`config.mk`:
```
export PLATFORM = sky130hd
export DESIGN_NAME = ram_arbiter
export DESIGN_NICKNAME = d
export VERILOG_FILES = /design/src/rtl/ram_arbiter.sv
export SDC_FILE = /design/constraint.sdc
export NUM_CORES = 1
export LEC_CHECK = 0
export ABC_AREA = 1
export BUFFER_PORTS_ARGS = -buffer_cell sky130_fd_sc_hd__buf_2
export CAP_MARGIN = 10
export CORE_MARGIN = 4
export CORE_UTILIZATION = 41
export DETAILED_ROUTE_END_ITERATION = 10
export PLACE_DENSITY_LB_ADDON = 0.25
export REMOVE_ABC_BUFFERS = 1
export SYNTH_ARGS = -nofsm -noshare
export SYNTH_HDL_FRONTEND = slang
export SYNTH_SLANG_ARGS = --single-unit
```
`constraint.sdc`:
```
create_clock -name clk -period 1.25 [get_ports clk]
set_clock_uncertainty 0.15 [all_clocks]
set_input_delay 0 -clock clk [delete_from_list [all_inputs] [get_ports clk]]
set_output_delay 0 -clock clk [all_outputs]
set_load 0.05 [all_outputs]
```
`src/rtl/ram_arbiter.sv`:
```
// ram_arbiter: round-robin arbiter sharing one 16x8 single-port synchronous RAM between two requesters.
// Latency: handshake at edge T, RAM op at edge T+1, rsp pulse visible after edge T+2 (3 cycles/transaction).
// Backpressure: reqN_ready only in IDLE and only for the granted requester; requesters hold commands until ready.
//
// Ports:
//   clk, rst                 clock and synchronous active-high reset
//   reqN_valid/ready         command handshake per requester (N = 0, 1)
//   reqN_we/addr/wdata       command: write enable, address, write data
//   rspN_valid/rdata         one-cycle completion pulse and registered read data
//   ram_we/addr/din/dout     RAM interface (dout registered, valid the cycle after addr is sampled)
//   busy                     high whenever a transaction is in flight
module ram_arbiter #(
  parameter int ADDR_W = 4,
  parameter int DATA_W = 8
) (
  input  logic              clk,
  input  logic              rst,
  input  logic              req0_valid,
  output logic              req0_ready,
  input  logic              req0_we,
  input  logic [ADDR_W-1:0] req0_addr,
  input  logic [DATA_W-1:0] req0_wdata,
  output logic              rsp0_valid,
  output logic [DATA_W-1:0] rsp0_rdata,
  input  logic              req1_valid,
  output logic              req1_ready,
  input  logic              req1_we,
  input  logic [ADDR_W-1:0] req1_addr,
  input  logic [DATA_W-1:0] req1_wdata,
  output logic              rsp1_valid,
  output logic [DATA_W-1:0] rsp1_rdata,
  output logic              ram_we,
  output logic [ADDR_W-1:0] ram_addr,
  output logic [DATA_W-1:0] ram_din,
  input  logic [DATA_W-1:0] ram_dout,
  output logic              busy
);

  typedef enum logic [1:0] {
    IDLE   = 2'd0,
    ACCESS = 2'd1,
    RESP   = 2'd2
  } state_t;

  state_t state, state_nxt;

  logic              last_gnt;   // id of the most recent grant; reset to 1 so requester 0 wins first
  logic              gnt_id;     // requester owning the in-flight transaction
  logic              cmd_we;
  logic [ADDR_W-1:0] cmd_addr;
  logic [DATA_W-1:0] cmd_wdata;
  logic              take;

  // Next state and grant. On contention requester 0 wins only when
  // requester 1 was granted last.
  always_comb begin
    state_nxt  = state;
    req0_ready = 1'b0;
    req1_ready = 1'b0;
    case (state)
      IDLE: begin
        if (req0_valid && (!req1_valid || last_gnt)) begin
          req0_ready = 1'b1;
        end else if (req1_valid) begin
          req1_ready = 1'b1;
        end
        if (req0_ready || req1_ready) begin
          state_nxt = ACCESS;
        end
      end
      ACCESS:  state_nxt = RESP;
      RESP:    state_nxt = IDLE;
      default: state_nxt = IDLE;
    endcase
  end

  always_ff @(posedge clk) begin
    if (rst) begin
      state <= IDLE;
    end else begin
      state <= state_nxt;
    end
  end

  assign take = req0_ready || req1_ready;

  always_ff @(posedge clk) begin
    if (rst) begin
      last_gnt   <= 1'b1;
      gnt_id     <= 1'b0;
      cmd_we     <= 1'b0;
      cmd_addr   <= '0;
      cmd_wdata  <= '0;
      rsp0_valid <= 1'b0;
      rsp1_valid <= 1'b0;
      rsp0_rdata <= '0;
      rsp1_rdata <= '0;
    end else begin
      rsp0_valid <= 1'b0;
      rsp1_valid <= 1'b0;
      if (take) begin
        gnt_id    <= req1_ready;
        last_gnt  <= req1_ready;
        cmd_we    <= req1_ready ? req1_we    : req0_we;
        cmd_addr  <= req1_ready ? req1_addr  : req0_addr;
        cmd_wdata <= req1_ready ? req1_wdata : req0_wdata;
      end
      // ram_dout holds the word addressed during ACCESS; capture it while
      // leaving RESP so rdata and the pulse appear together.
      if (state == RESP) begin
        if (!gnt_id) begin
          rsp0_valid <= 1'b1;
          if (!cmd_we) rsp0_rdata <= ram_dout;
        end else begin
          rsp1_valid <= 1'b1;
          if (!cmd_we) rsp1_rdata <= ram_dout;
        end
      end
    end
  end

  // The latched command is presented continuously; only ACCESS may write.
  assign ram_we   = (state == ACCESS) && cmd_we;
  assign ram_addr = cmd_addr;
  assign ram_din  = cmd_wdata;
  assign busy     = (state != IDLE);

endmodule

```
==> results by group, run 1 <==
Run status
  • Status: finished, violations left
  • Violated checks: negative hold slack, negative setup slack

Cells and area
  • N_diodes: 0
  • Share of cells above drive strength 1: 41.2%
  • Syn-to-layout area delta: 75.0%
  • Final net count: 377
  • Non-Filler Instances: 388

STA
  • Endpoints failing hold: 1
  • Normalized max-slew margin: 81.7%
  • Least-Margin Pin Slew: 0.274 ns
  • Ratio of final minimum period to clock period: 110%
  • # setup viols final: 26
  • Final hold slack: -0.0357 ns
  • Setup WS post-layout: -0.129 ns
  • Post-route minimum period: 1.38 ns
  • RSZ-0062 raised after global routing: yes
  • Slew Limit Fails: 0
  • Max Fclk: 725 MHz

Synth
  • Area share of the leading cell type in the synthesized netlist: 44.4%
  • #FFs+latches synth: 35
  • Main area contributors after synthesis: dfxtp_1 (44%), nand2_1 (11%), inv_1 (7.6%), nor2_1 (6.4%), nand3_2 (5.7%)
  • Register area share after synthesis: 44.4%
  • Synthesis Warnings: 0
  • Synth area leader: dfxtp_1
  • Netlist cell types: 21
  • Avg Cell Area, Syn: 7.44 sq um
  • Synth Cell Area: 0.00158 sq mm
  • Mapped Cells: 212

Power and ir drop
  • Leakage: 0.00143 uW
  • Power density over the cells: 1250 mW/mm^2
  • Peak VDD IR: 0.953 mV

Worst setup path
  • Crit-path cells: nor2_4 -> buf_6 -> nand3_4 -> inv_2 -> buf_8
  • Slowest cell delay on critical path: 0.37 ns
  • Critical path peak fanout: 4
  • Crit path arrival time: 1.23 ns
  • CP endpoint kind: output port
  • Slowest stage cell on the critical path: dfxtp_4
  • R2r endpoint: ram_din[0]
  • Critical path class: reg2out
  • Setup crit start: state[1]
  • Crit path capture: req1_ready
  • Worst r2r path cells: 6
  • Reg2Reg Launch Point: state[1]
  • Worst reg2reg setup slack: -0.12 ns
  • Required time worst endpoint: 1.10 ns
  • Critical Path Source Type: flop

Drt
  • Routed WL: 5510 um
  • TritonRoute pass-1 iters: 4
  • Via count: 1866
  • Initial drt markers: 131
  • Drt drc: 0
  • Wire length per cell: 14.2 um
  • Final antenna-violating net count: 0
  • Vias per inst: 4.81

Floorplan
  • Die Wd: 70.0 um
  • Rows: 22
  • I/O Pins: 72
  • Die area: 0.00490 sq mm
  • Die Span Y: 70.0 um
  • Starting Density: 42.7%
  • Core Footprint: 0.00369 sq mm

Placed design
  • Dpl ws: -0.0856 ns
  • Placed insts: 335
  • Half-perimeter wire length after placement: 2820 um
  • IO buf count: 71
  • Final Wtd Congestion: 0.774

Clock network
  • CTS tree: built
  • Cts bufs inserted: 5
  • Reg clk slew, reported paths: 0.07 ns
  • Clock Tree Buf Depth: 2
  • Latest clock arrival within the worst-skew pair: 0.29 ns
  • H-tree Lvls: 2
  • Clock Root Buffer: clkbuf_8
  • CTS Hold Bufs: 36
  • Sink Count: 35

Min path
  • Min-Delay Path Class: in2reg
  • Hold path depth: 4

Global routing
  • First-pass GRT wire length: 8160 um
  • Overflow after GRT: 0
  • Overall global routing resource usage: 21.0%
  • Largest net degree at the start of global routing: 18
  • Number of global-route vias before repair: 1758
  • Initial antenna violation count: 0

Flow run
  • Max Cap Violations: 0
[report_power, final]
group | switching (uW) | total [uW] | internal [uW]
Sequential | 46.1 | 1240 | 1190
Combinational | 620 | 997 | 378
Clock | 414 | 1210 | 797
[layout by cell type (no fill, tap or decap), types with 8 or more instances in the layout]
cell,n
nand2_1,44
nand3_2,10
dlygate4sd3_1,36
buf_2,67
o21ai_0,10
buf_6,8
nand4_1,13
buf_4,13
dfxtp_1,32
inv_1,27
nor2_1,25
[critical path, delay by kind of cell, from the launching register on]
family,cells,cell delay (ns)
flops,1,0.37
buf+inv,3,0.35
simple gates,2,0.23
[how the worst min path moves through the flow]
stage                           start            end  slack [ns]
after floorplan                   rst         gnt_id       -0.08
after global placement    ram_dout[5]  rsp1_rdata[5]        0.10
after detailed placement  ram_dout[6]  rsp1_rdata[6]        0.11
after CTS                  req0_valid       last_gnt       -0.07
after global routing       req0_valid       last_gnt      -0.005
final                      req0_valid       last_gnt       -0.04
[cells by family (layout without fill, tap and decap cells)]
kind of cell    count (synthesis)  in the layout  share of synthesized area [%]
compound gates                 19             19                           6.75
buf+inv                        42            169                           11.7
flops                          35             35                           44.4
simple gates                  116            117                           37.1
[flip-flops by register name (all words and copies together) (netlist names), 2 cells and up]
name and count:
ram_din 8, rsp0_rdata 8, rsp1_rdata 8, ram_addr 4
state 2
[timing repair]
item                                   4_1_cts  5_1_grt
setup endpoints to repair                   26       34
gates cloned                                 1        0
endpoints found under the hold margin       34        1
pin swaps                                    4        6
resized for setup                           27       26
setup buffers                                7        2
[layout make-up]
class	count	area, sq um
flip-flops and latches	35	707
inverters	34	130
fillers	276	930
clock inverters	2	60.1
repair buffers	127	938
well taps	48	60.1
clock buffers	6	72.6
multi-input cells	136	791
[Yosys cell counts, drive strengths merged]
cell type	number
nand3	16
inv	34
nand4	13
buf	6
nor3	11
clkbuf	2
nand2	47
o21ai	17
a21oi	2
nor2	29
dfxtp	35
[per-stage QoR]
step / area [sq um] / total power, uW / setup TNS [ns] / hold WS, ns / utilization (%)
final: 2760 / 3450 / -2.02 / -0.0357 / 74.8
after global routing: 2760 / 3580 / -3.67 / -0.00467 / 74.8
after CTS: 2650 / 3360 / -1.03 / -0.0657 / 71.8
after detailed placement: 2030 / 1990 / -1.25 / 0.109 / 54.9
after global placement: 2030 / 1980 / -0.282 / 0.104 / 54.9
after floorplan: 1520 / 1750 / -2.16 / -0.0809 / -
[per-layer routing]
| metal | part of all wire (%) | global-route usage (%) | vias up |
|---|---|---|---|
| li1 | - | - | 927 |
| met1 | 38 | 24.5 | 837 |
| met2 | 52 | 36.8 | 80 |
| met3 | 6.3 | 4.89 | 22 |
| met4 | 3.6 | 8.30 | 0 |
| met5 | 0 | 0 | - |
Power figures use the tool's default switching activity.
==> run 2, diff against run 1 <==
CORE_UTILIZATION = 43   (was 41)
CTS_BUF_LIST = sky130_fd_sc_hd__clkbuf_8   (was default)
==> run 2 against run 1 <==
Register-to-register slack is essentially flat. Critical path type unchanged. Worst setup slack gained 0.014 ns. Critical path depth is the same. Hold slack lost 0.0081 ns. The run still ends with negative hold slack, negative setup slack left. Largest cell class unchanged. Highest routed layer unchanged. Critical endpoint is now busy. Non-clock buffer count shrank 3. Sequential cell count is the same. Global-route usage grew 2.0 points. First-iteration DRC count shrank 21%.
==> results by group, run 2 (synthesized netlist as in run 1, its figures left out) <==
Drt
  • Via count: 1858 (-0.43%)
  • TritonRoute pass-1 iters: 4 (unchanged)
  • Final antenna-violating net count: 0 (unchanged)
  • Initial drt markers: 103 (-21%)
  • Drt drc: 0 (unchanged)
  • Routed WL: 5260 um (-4.6%)
  • Vias per inst: 4.85 (+0.87%)
  • Wire length per cell: 13.7 um (-3.4%)

Cells and area
  • Most frequent cells in the layout: buf_2 (67), nand2_1 (45), dlygate4sd3_1 (35)
  • Syn-to-layout area delta: 68.3%
  • Final net count: 374 (-0.80%)
  • Register area: 709 sq um (+0.35%)
  • N_diodes: 0 (unchanged)
  • Fillers: 245 (-11%)
  • Most common cell after layout, fill and taps aside: buf_2
  • Multi-input logic area: 764 sq um (-3.3%)
  • Share of cells above drive strength 1: 38.0% (-3.2 points)

Floorplan
  • Core Footprint: 0.00344 sq mm (-6.7%)
  • Rows: 21 (-4.5%)
  • I/O Pins: 72 (unchanged)
  • Die Span Y: 68.6 um (-2.1%)
  • Die Wd: 68.6 um (-2.1%)
  • Starting Density: 45.8% (+3.1 points)
  • Die area: 0.00470 sq mm (-4.1%)

Global routing
  • First-pass GRT wire length: 7940 um (-2.6%)
  • Number of global-route vias before repair: 1742 (-0.91%)
  • Overflow after GRT: 0 (unchanged)
  • Initial antenna violation count: 0 (unchanged)
  • Largest net degree at the start of global routing: 18 (unchanged)
  • Overall global routing resource usage: 23.0% (+2.0 points)

Placed design
  • IO buf count: 71 (unchanged)
  • Final Wtd Congestion: 0.737 (-4.9%)
  • Half-perimeter wire length after placement: 2890 um (+2.4%)

STA
  • Endpoints failing hold: 1 (unchanged)
  • # setup viols final: 34 (+31%)
  • Ratio of final minimum period to clock period: 109% (-1.1 points)
  • Post-route minimum period: 1.37 ns (-0.0140 ns)
  • Least-Margin Pin Slew: 0.340 ns (+0.0663 ns)
  • Final hold slack: -0.0438 ns (-0.00808 ns)
  • Slew Limit Fails: 0 (unchanged)
  • Max Fclk: 732 MHz (+1.0%)
  • Setup WS post-layout: -0.115 ns (+0.0140 ns)
  • RSZ-0062 raised after global routing: yes
  • Normalized max-slew margin: 77.2% (-4.5 points)
  • TNS Setup: -2.31 ns (-0.288 ns)

Flow run
  • Max Cap Violations: 0 (unchanged)

Min path
  • Min-Delay Path Class: in2reg

Worst setup path
  • Critical Path Source Type: flop
  • Required time worst endpoint: 1.10 ns (about the same)
  • Crit path arrival time: 1.22 ns (about the same)
  • CP endpoint kind: output port
  • Critical path peak fanout: 8 (+4)
  • Critical path class: reg2out

Clock network
  • Clock Tree Buf Depth: 2 (unchanged)
  • Reg clk slew, reported paths: 0.07 ns (about the same)
  • H-tree Lvls: 2 (unchanged)
  • Sink Count: 35 (unchanged)
  • Cts bufs inserted: 5 (unchanged)
  • CTS tree: built
  • Clock Root Buffer: clkbuf_8
  • Latest clock arrival within the worst-skew pair: 0.28 ns (about the same)
  • CTS Hold Bufs: 35 (-2.8%)

Run status
  • Status: finished, violations left
  • Violated checks: negative hold slack, negative setup slack

Power and ir drop
  • Power density over the cells: 1200 mW/mm^2 (-4.0%)
  • Peak VDD IR: 0.814 mV (-15%)
  • Leakage: 0.00140 uW (-2.1%)
  • Power after layout: 3180 uW (-7.7%)
==> run 2: cell types whose count changed in the layout (fill, tap and decap cells not counted), sizes merged <==
cell	delta
bufinv	-1
clkinv	+2
buf	-2
dlygate4sd3	-1
clkbuf	-1
==> run 2: cell type report <==
| class | count | share of cell area [%] |
|---|---|---|
| Timing Repair Buffer | 124 | 32.9 |
| Multi-Input combinational cell | 136 | 28.8 |
| Sequential cell | 35 | 26.7 |
| Inverter | 34 | 5.09 |
| Clock buffer | 5 | 2.59 |
| Tap cell | 46 | 2.17 |
| Clock inverter | 3 | 1.65 |
==> run 2: path summary, 6_finish.rpt <==
| kind | start | to | slack, ns | cells past startpoint |
|---|---|---|---|---|
| worst min register to register | ram_din[1] | ram_din[1] | 0.30 | 2 |
| worst max register to register | state[0] | rsp1_rdata[4] | -0.11 | 5 |
| worst min-delay path | req0_valid | last_gnt | -0.04 | 4 |
| worst max-delay path | state[1] | busy | -0.12 | 5 |
==> run 2: power breakdown <==
part | leakage, uW | switching, uW | internal [uW] | total, uW
logic | 0.00105 | 593 | 334 | 927
clock network | 0.0000581 | 423 | 594 | 1020
registers | 0.000288 | 46.2 | 1190 | 1240
total | 0.00140 | 1060 | 2120 | 3180
==> run 2: worst max-delay path, cell delays in order (launching register included) <==
cell	delay, ns
dfxtp_4	0.36
nor2_4	0.13
buf_4	0.12
buf_6	0.11
inv_1	0.05
buf_6	0.14
==> run 2: repair_timing <==
| action | CTS | global route |
|---|---|---|
| gates cloned | 1 | 0 |
| setup endpoints to repair | 25 | 36 |
| pin swaps | 3 | 1 |
| setup buffers | 3 | 4 |
| gates resized for setup | 21 | 14 |
| hold endpoints to repair | 34 | 1 |
==> run 2: through the flow <==
step | std cells | instance area (sq um) | worst slack, ns | utilization [%]
2_1_floorplan | 204 | 1520 | -0.423 | -
3_3_place_gp | 332 | 2020 | -0.0210 | 58.6
3_5_place_dp | 332 | 2020 | -0.0850 | 58.6
4_1_cts | 379 | 2580 | -0.108 | 75.1
5_1_grt | 383 | 2650 | -0.226 | 77.1
6_report | 383 | 2650 | -0.115 | 77.1
==> run 2: metal layers <==
layer | part of all wire (%) | global-route usage (%)
met1 | 41 | 27.5
met4 | 2.2 | 7.94
met3 | 6.7 | 4.54
met2 | 50 | 40.6
met5 | 0 | 0
